File: src/rtl/ecc_pkg.sv
`default_nettype none
// ============================================================================
// Module      : ecc_pkg
// Description : Shared GF(2^163) field types, reduction constant, FSM states.
// Revision    : 1.0 - initial release
// ============================================================================
package ecc_pkg;

    localparam int FF_M = 163;

    typedef logic [FF_M-1:0] ff_elem_t;

    // Low-order terms of f(x) = x^163 + x^7 + x^6 + x^3 + 1 (x^163 implicit).
    localparam ff_elem_t FF_POLY = ff_elem_t'(8'hC9);

    typedef enum logic [1:0] {
        ST_IDLE = 2'd0,
        ST_RUN  = 2'd1,
        ST_FIN  = 2'd2
    } sq_state_e;

endpackage : ecc_pkg
`default_nettype wire

File: src/rtl/ff_squarer.sv
`default_nettype none
// ============================================================================
// Module      : ff_squarer
// Description : Combinational GF(2^163) squaring: bit spread then reduction.
// Revision    : 1.0 - initial release
// ============================================================================
module ff_squarer
    import ecc_pkg::*;
(
    input  ff_elem_t a,
    output ff_elem_t y
);

    always_comb begin
        logic [2*FF_M-2:0] w_t;
        w_t = '0;
        for (int i = 0; i < FF_M; i++) begin
            w_t[2*i] = a[i];
        end
        // Fold from the top down; every fold target lies strictly below i.
        for (int i = 2*FF_M-2; i >= FF_M; i--) begin
            if (w_t[i]) begin
                w_t[i] = 1'b0;
                for (int j = 0; j < 8; j++) begin
                    if (FF_POLY[j]) begin
                        w_t[i-FF_M+j] = ~w_t[i-FF_M+j];
                    end
                end
            end
        end
        y = w_t[FF_M-1:0];
    end

endmodule : ff_squarer
`default_nettype wire

File: src/rtl/ff_multi_squarer.sv
`default_nettype none
// ============================================================================
// Module      : ff_multi_squarer
// Description : Iterated Frobenius a^(2^k) in GF(2^163), 1 or 2 squarings/clk.
// Revision    : 1.0 - initial release
// ============================================================================
module ff_multi_squarer
    import ecc_pkg::*;
#(
    parameter int SQ_PER_CYC = 1,
    parameter int CNT_W      = 8
) (
    input  logic             clk,
    input  logic             rst_n,
    input  logic             start,
    input  ff_elem_t         a,
    input  logic [CNT_W-1:0] k,
    output logic             busy,
    output logic             done,
    output ff_elem_t         result
);

    sq_state_e        r_state;
    sq_state_e        w_state_nxt;
    ff_elem_t         r_acc;
    ff_elem_t         w_acc_nxt;
    logic [CNT_W-1:0] r_rem;
    logic [CNT_W-1:0] w_rem_nxt;
    ff_elem_t         w_sq1;
    ff_elem_t         w_sq2;
    logic             w_use2;

    ff_squarer u_sq1 (
        .a (r_acc),
        .y (w_sq1)
    );

    generate
        if (SQ_PER_CYC == 1) begin : g_one
            assign w_sq2 = w_sq1;
        end else if (SQ_PER_CYC == 2) begin : g_two
            ff_squarer u_sq2 (
                .a (w_sq1),
                .y (w_sq2)
            );
        end else begin : g_bad_param
            $error("ff_multi_squarer: SQ_PER_CYC must be 1 or 2");
        end
    endgenerate

    assign w_use2 = (SQ_PER_CYC == 2) && (r_rem >= CNT_W'(2));

    always_ff @(posedge clk or negedge rst_n) begin
        if (!rst_n) begin
            r_state <= ST_IDLE;
        end else begin
            r_state <= w_state_nxt;
        end
    end

    always_ff @(posedge clk or negedge rst_n) begin
        if (!rst_n) begin
            r_acc <= '0;
            r_rem <= '0;
        end else begin
            r_acc <= w_acc_nxt;
            r_rem <= w_rem_nxt;
        end
    end

    // FIN also accepts so that a held start yields one op per k+2 cycles.
    always_comb begin
        w_state_nxt = r_state;
        w_acc_nxt   = r_acc;
        w_rem_nxt   = r_rem;
        case (r_state)
            ST_IDLE, ST_FIN: begin
                if (start) begin
                    w_acc_nxt   = a;
                    w_rem_nxt   = k;
                    w_state_nxt = ST_RUN;
                end else begin
                    w_state_nxt = ST_IDLE;
                end
            end
            ST_RUN: begin
                if (r_rem == '0) begin
                    w_state_nxt = ST_FIN;
                end else if (w_use2) begin
                    w_acc_nxt = w_sq2;
                    w_rem_nxt = r_rem - CNT_W'(2);
                end else begin
                    w_acc_nxt = w_sq1;
                    w_rem_nxt = r_rem - CNT_W'(1);
                end
            end
            default: begin
                w_state_nxt = ST_IDLE;
            end
        endcase
    end

    assign busy   = (r_state == ST_RUN);
    assign done   = (r_state == ST_FIN);
    assign result = r_acc;

endmodule : ff_multi_squarer
`default_nettype wire
File: config.mk
export PLATFORM = sky130hd
export DESIGN_NAME = ff_multi_squarer
export DESIGN_NICKNAME = d
export VERILOG_FILES = /design/src/rtl/ecc_pkg.sv /design/src/rtl/ff_squarer.sv /design/src/rtl/ff_multi_squarer.sv
export SDC_FILE = /design/constraint.sdc
export NUM_CORES = 1
export LEC_CHECK = 0
export CORE_AREA = 2 2 149 297
export CTS_BUF_LIST = sky130_fd_sc_hd__clkbuf_2 sky130_fd_sc_hd__clkbuf_4 sky130_fd_sc_hd__clkbuf_8
export DETAILED_ROUTE_END_ITERATION = 8
export DIE_AREA = 0 0 151 299
export MAX_ROUTING_LAYER = met4
export PLACE_DENSITY = 0.58
export SYNTH_ARGS = -nofsm -noshare
export SYNTH_HDL_FRONTEND = slang
export SYNTH_SLANG_ARGS = --single-unit
export TNS_END_PERCENT = 100
File: constraint.sdc
create_clock -name clk -period 3.9 [get_ports clk]
set_input_delay 0.78 -clock clk [delete_from_list [all_inputs] [get_ports clk]]
set_output_delay 0.78 -clock clk [all_outputs]
set_load 0.01 [all_outputs]
==> results.sh <==
export IMPL_clock_latency_ns=0.49
export IMPL_seq_area_mm2=0.004329
export IMPL_synth_warning_count=0
export IMPL_postRouteAntennaNets=0
export IMPL_reg2reg_slack_ns=0.98
export IMPL_clock_sinks=173
export IMPL_worstPathRequired_ns=3.12
export IMPL_syn_nets=1461
export IMPL_grt_pass1_vias=10010
export IMPL_syn_inst=1285
export IMPL_cts_resized=0
export IMPL_row_count=108
export IMPL_port_buffers=338
export IMPL_cts_tree="built"
export IMPL_cts_made_buffers=17
export IMPL_overflow=0
export IMPL_critPathLaunchType="flop"
export IMPL_synth_most_common_cell="xnor2_1"
export IMPL_final_nets=1663
export IMPL_synthTopCellsByArea="dfrtp_1 41%, xnor2_1 19%, nand2_1 5.6%"
export IMPL_synth_common_cells="234 x xnor2_1, 173 x dfrtp_1, 158 x nand2_1"
export IMPL_drt_total_wl_um=47700
export IMPL_yosysSeqAreaShare=0.4083
export IMPL_path_clk_slew_ns=0.10
export IMPL_dpl_hpwl_um=34390
export IMPL_cp_top_family="buffers and inverters"
export IMPL_fin_crit_ns=3.459
export IMPL_synth_top_cell_by_area="dfrtp_1"
export IMPL_drive_above_1_share=0.04000
export IMPL_ys_seq_elements=173
export IMPL_netlist_area_mm2=0.01060
export IMPL_drc=0
export IMPL_core_area_mm2=0.04297
export IMPL_dieHeight_um=299
export IMPL_hold_path_class="in -> async"
export IMPL_end_kind="output port"
export IMPL_ioPinCount=339
export IMPL_avgSynthCellArea_um2=8.251
export IMPL_synth_edff_count=0
export IMPL_post_cts_setup_buffer_count=0
export IMPL_ys_flop_type="dfrtp_1"
export IMPL_holdBufCountCts=0
export IMPL_die_x_um=151
export IMPL_start_util=0.2467
export IMPL_status="completed"
export IMPL_ir_worst_vdd_mv=0.5161
export IMPL_fin_util=0.3406
export IMPL_multi_input_area_mm2=0.005593
export IMPL_worstPathArrival_ns=2.68
export IMPL_critPathSlowestCell="clkdlybuf4s50_1"
export IMPL_grt_pass1_wl_um=68770
export IMPL_hold_violations=0
export IMPL_synth_cell_types=41
export IMPL_ctsHtreeMaxLevel=4
export IMPL_crit_chain="nand2b_4 -> clkinv_2 -> clkdlybuf4s50_1"
export IMPL_synthArstFlopShare=1.000
export IMPL_grt_max_degree=158
export IMPL_vias_per_cell=5.003
export IMPL_antenna_found_initial=5
export IMPL_first_pass_iters=5
export IMPL_relSlewSlack=0.4879
export IMPL_cts_root_buf="clkbuf_8"
export IMPL_area_growth_pct=38.05
export IMPL_track_usage=0.2141
export IMPL_crit_buf_inv=2
export IMPL_rsz0062_at_grt="false"
export IMPL_worst_slew_pin_slew_ns=0.7681
export IMPL_fmax_mhz=289.1
export IMPL_slew_viol_final=0
export IMPL_holdWs_ns=0.3383
export IMPL_yosysTopAreaCellShare=0.4083
export IMPL_tns_ns=0
export IMPL_num_fill_cells=4488
export IMPL_setup_viol=0
export IMPL_wl_per_cell_um=23.21
export IMPL_clock_path_buffers=2
export IMPL_crit_fanout=39
export IMPL_power_leakage_nw=5.382
export IMPL_gp_congestion=0.8713
export IMPL_critical_path_class="reg -> out"
export IMPL_maxCapViolations=0
export IMPL_dieArea_mm2=0.04515
export IMPL_skew_ns=0.01513
export IMPL_period_share=0.8869
export IMPL_p_per_area_mw_per_mm2=1115
export IMPL_drt_iter0_drc=818
export IMPL_cpPeakStageDelay_ns=0.69
export IMPL_vias=10280
==> path summary, 6_finish.rpt <==
path / start / end / cells past startpoint
worst max register to register: r_state[0]$_DFFE_PN0P_ / result[57]$_DFFE_PN0P_ / 6
worst min-delay path: rst_n / result[115]$_DFFE_PN0P_ / 1
worst max-delay path: r_state[0]$_DFFE_PN0P_ / busy / 3
max in group asynchronous: rst_n / result[33]$_DFFE_PN0P_ / 2
worst min register to register: result[0]$_DFFE_PN0P_ / result[0]$_DFFE_PN0P_ / 1
min in group clk: result[0]$_DFFE_PN0P_ / result[0]$_DFFE_PN0P_ / 1
==> metal layers <==
metal / track usage / part of all wire / vias up
met5: - / 0 / -
met4: 0.04562 / 0.017 / 0
met3: 0.06733 / 0.11 / 43
met1: 0.2668 / 0.39 / 4954
met2: 0.3404 / 0.48 / 595
li1: - / - / 4690
==> power by group <==
| group | total, mW | internal (mW) | switching (mW) |
|---|---|---|---|
| sequential | 5.00 | 2.82 | 2.18 |
| combinational | 9.89 | 5.08 | 4.81 |
| clock | 1.43 | 0.717 | 0.716 |
| total | 16.3 | 8.61 | 7.70 |
==> cells in the final DEF (no fill, tap or decap), types with 2 or more instances in the layout <==
| cell | count |
|---|---|
| a21oi_1 | 82 |
| a221o_1 | 2 |
| a22oi_1 | 7 |
| a31oi_1 | 76 |
| and3_1 | 3 |
| buf_12 | 4 |
| buf_4 | 10 |
| bufinv_16 | 3 |
| clkbuf_4 | 2 |
| clkbuf_8 | 22 |
| clkdlybuf4s50_1 | 337 |
| clkinv_2 | 2 |
| clkinvlp_4 | 4 |
| dfrtp_1 | 173 |
| diode_2 | 5 |
| ha_1 | 2 |
| inv_1 | 6 |
| mux2_2 | 2 |
| nand2_1 | 158 |
| nand2b_4 | 2 |
| nand3_1 | 78 |
| nor2_1 | 84 |
| nor3_1 | 81 |
| nor4_1 | 2 |
| o21ai_0 | 85 |
| o22ai_1 | 9 |
| o2bb2ai_1 | 7 |
| xnor2_1 | 234 |
| xor2_1 | 7 |
==> metrics by stage <==
step	area, um^2	power (mW)	setup WS, ns	cells
CTS	14620	16.42	0.4132	2050
global route	14640	17.52	0.3257	2055
detailed placement	14190	14.95	0.9435	2018
global placement	14190	14.80	0.9790	2018
finish	14640	16.32	0.4409	2055
floorplan	10600	10.92	1.802	1285
==> cell families (layout without fill, tap and decap cells) <==
family,after synthesis,after routing,share of synthesized area
AOI/OAI and AO/OA,274,274,0.1485
xor gates and xnor gates,242,242,0.2012
adders and majority gates,2,2,0.002360
buffers and inverters,177,392,0.06644
DFF,173,173,0.4083
muxes,2,2,0.002124
other,0,5,0
and+or+nand+nor,415,415,0.1711
==> worst reg2reg max path: cells and delay by family, from the launching register on <==
| kind | cells | cell delay (ns) |
|---|---|---|
| AND/OR/NAND/NOR | 2 | 0.53 |
| AO/OA/AOI/OAI | 2 | 0.64 |
| buffers and inverters | 2 | 1.16 |
| flip-flops | 1 | 0.46 |
==> cell type report <==
| cell class | instances | share of cell area |
|---|---|---|
| clock buffers | 23 | 0.02077 |
| clock inverters | 9 | 0.009147 |
| flip-flops and latches | 173 | 0.2958 |
| inverters | 8 | 0.002308 |
| diodes | 5 | 0.0008548 |
| repair buffers | 352 | 0.2420 |
| well taps | 550 | 0.04702 |
| multi-input cells | 935 | 0.3821 |
==> flip-flops by register name (all words and copies together) (netlist names) <==
name,flops
r_state,2
result,163
r_rem,8
No activity file was read; power rests on OpenSTA's default activity.
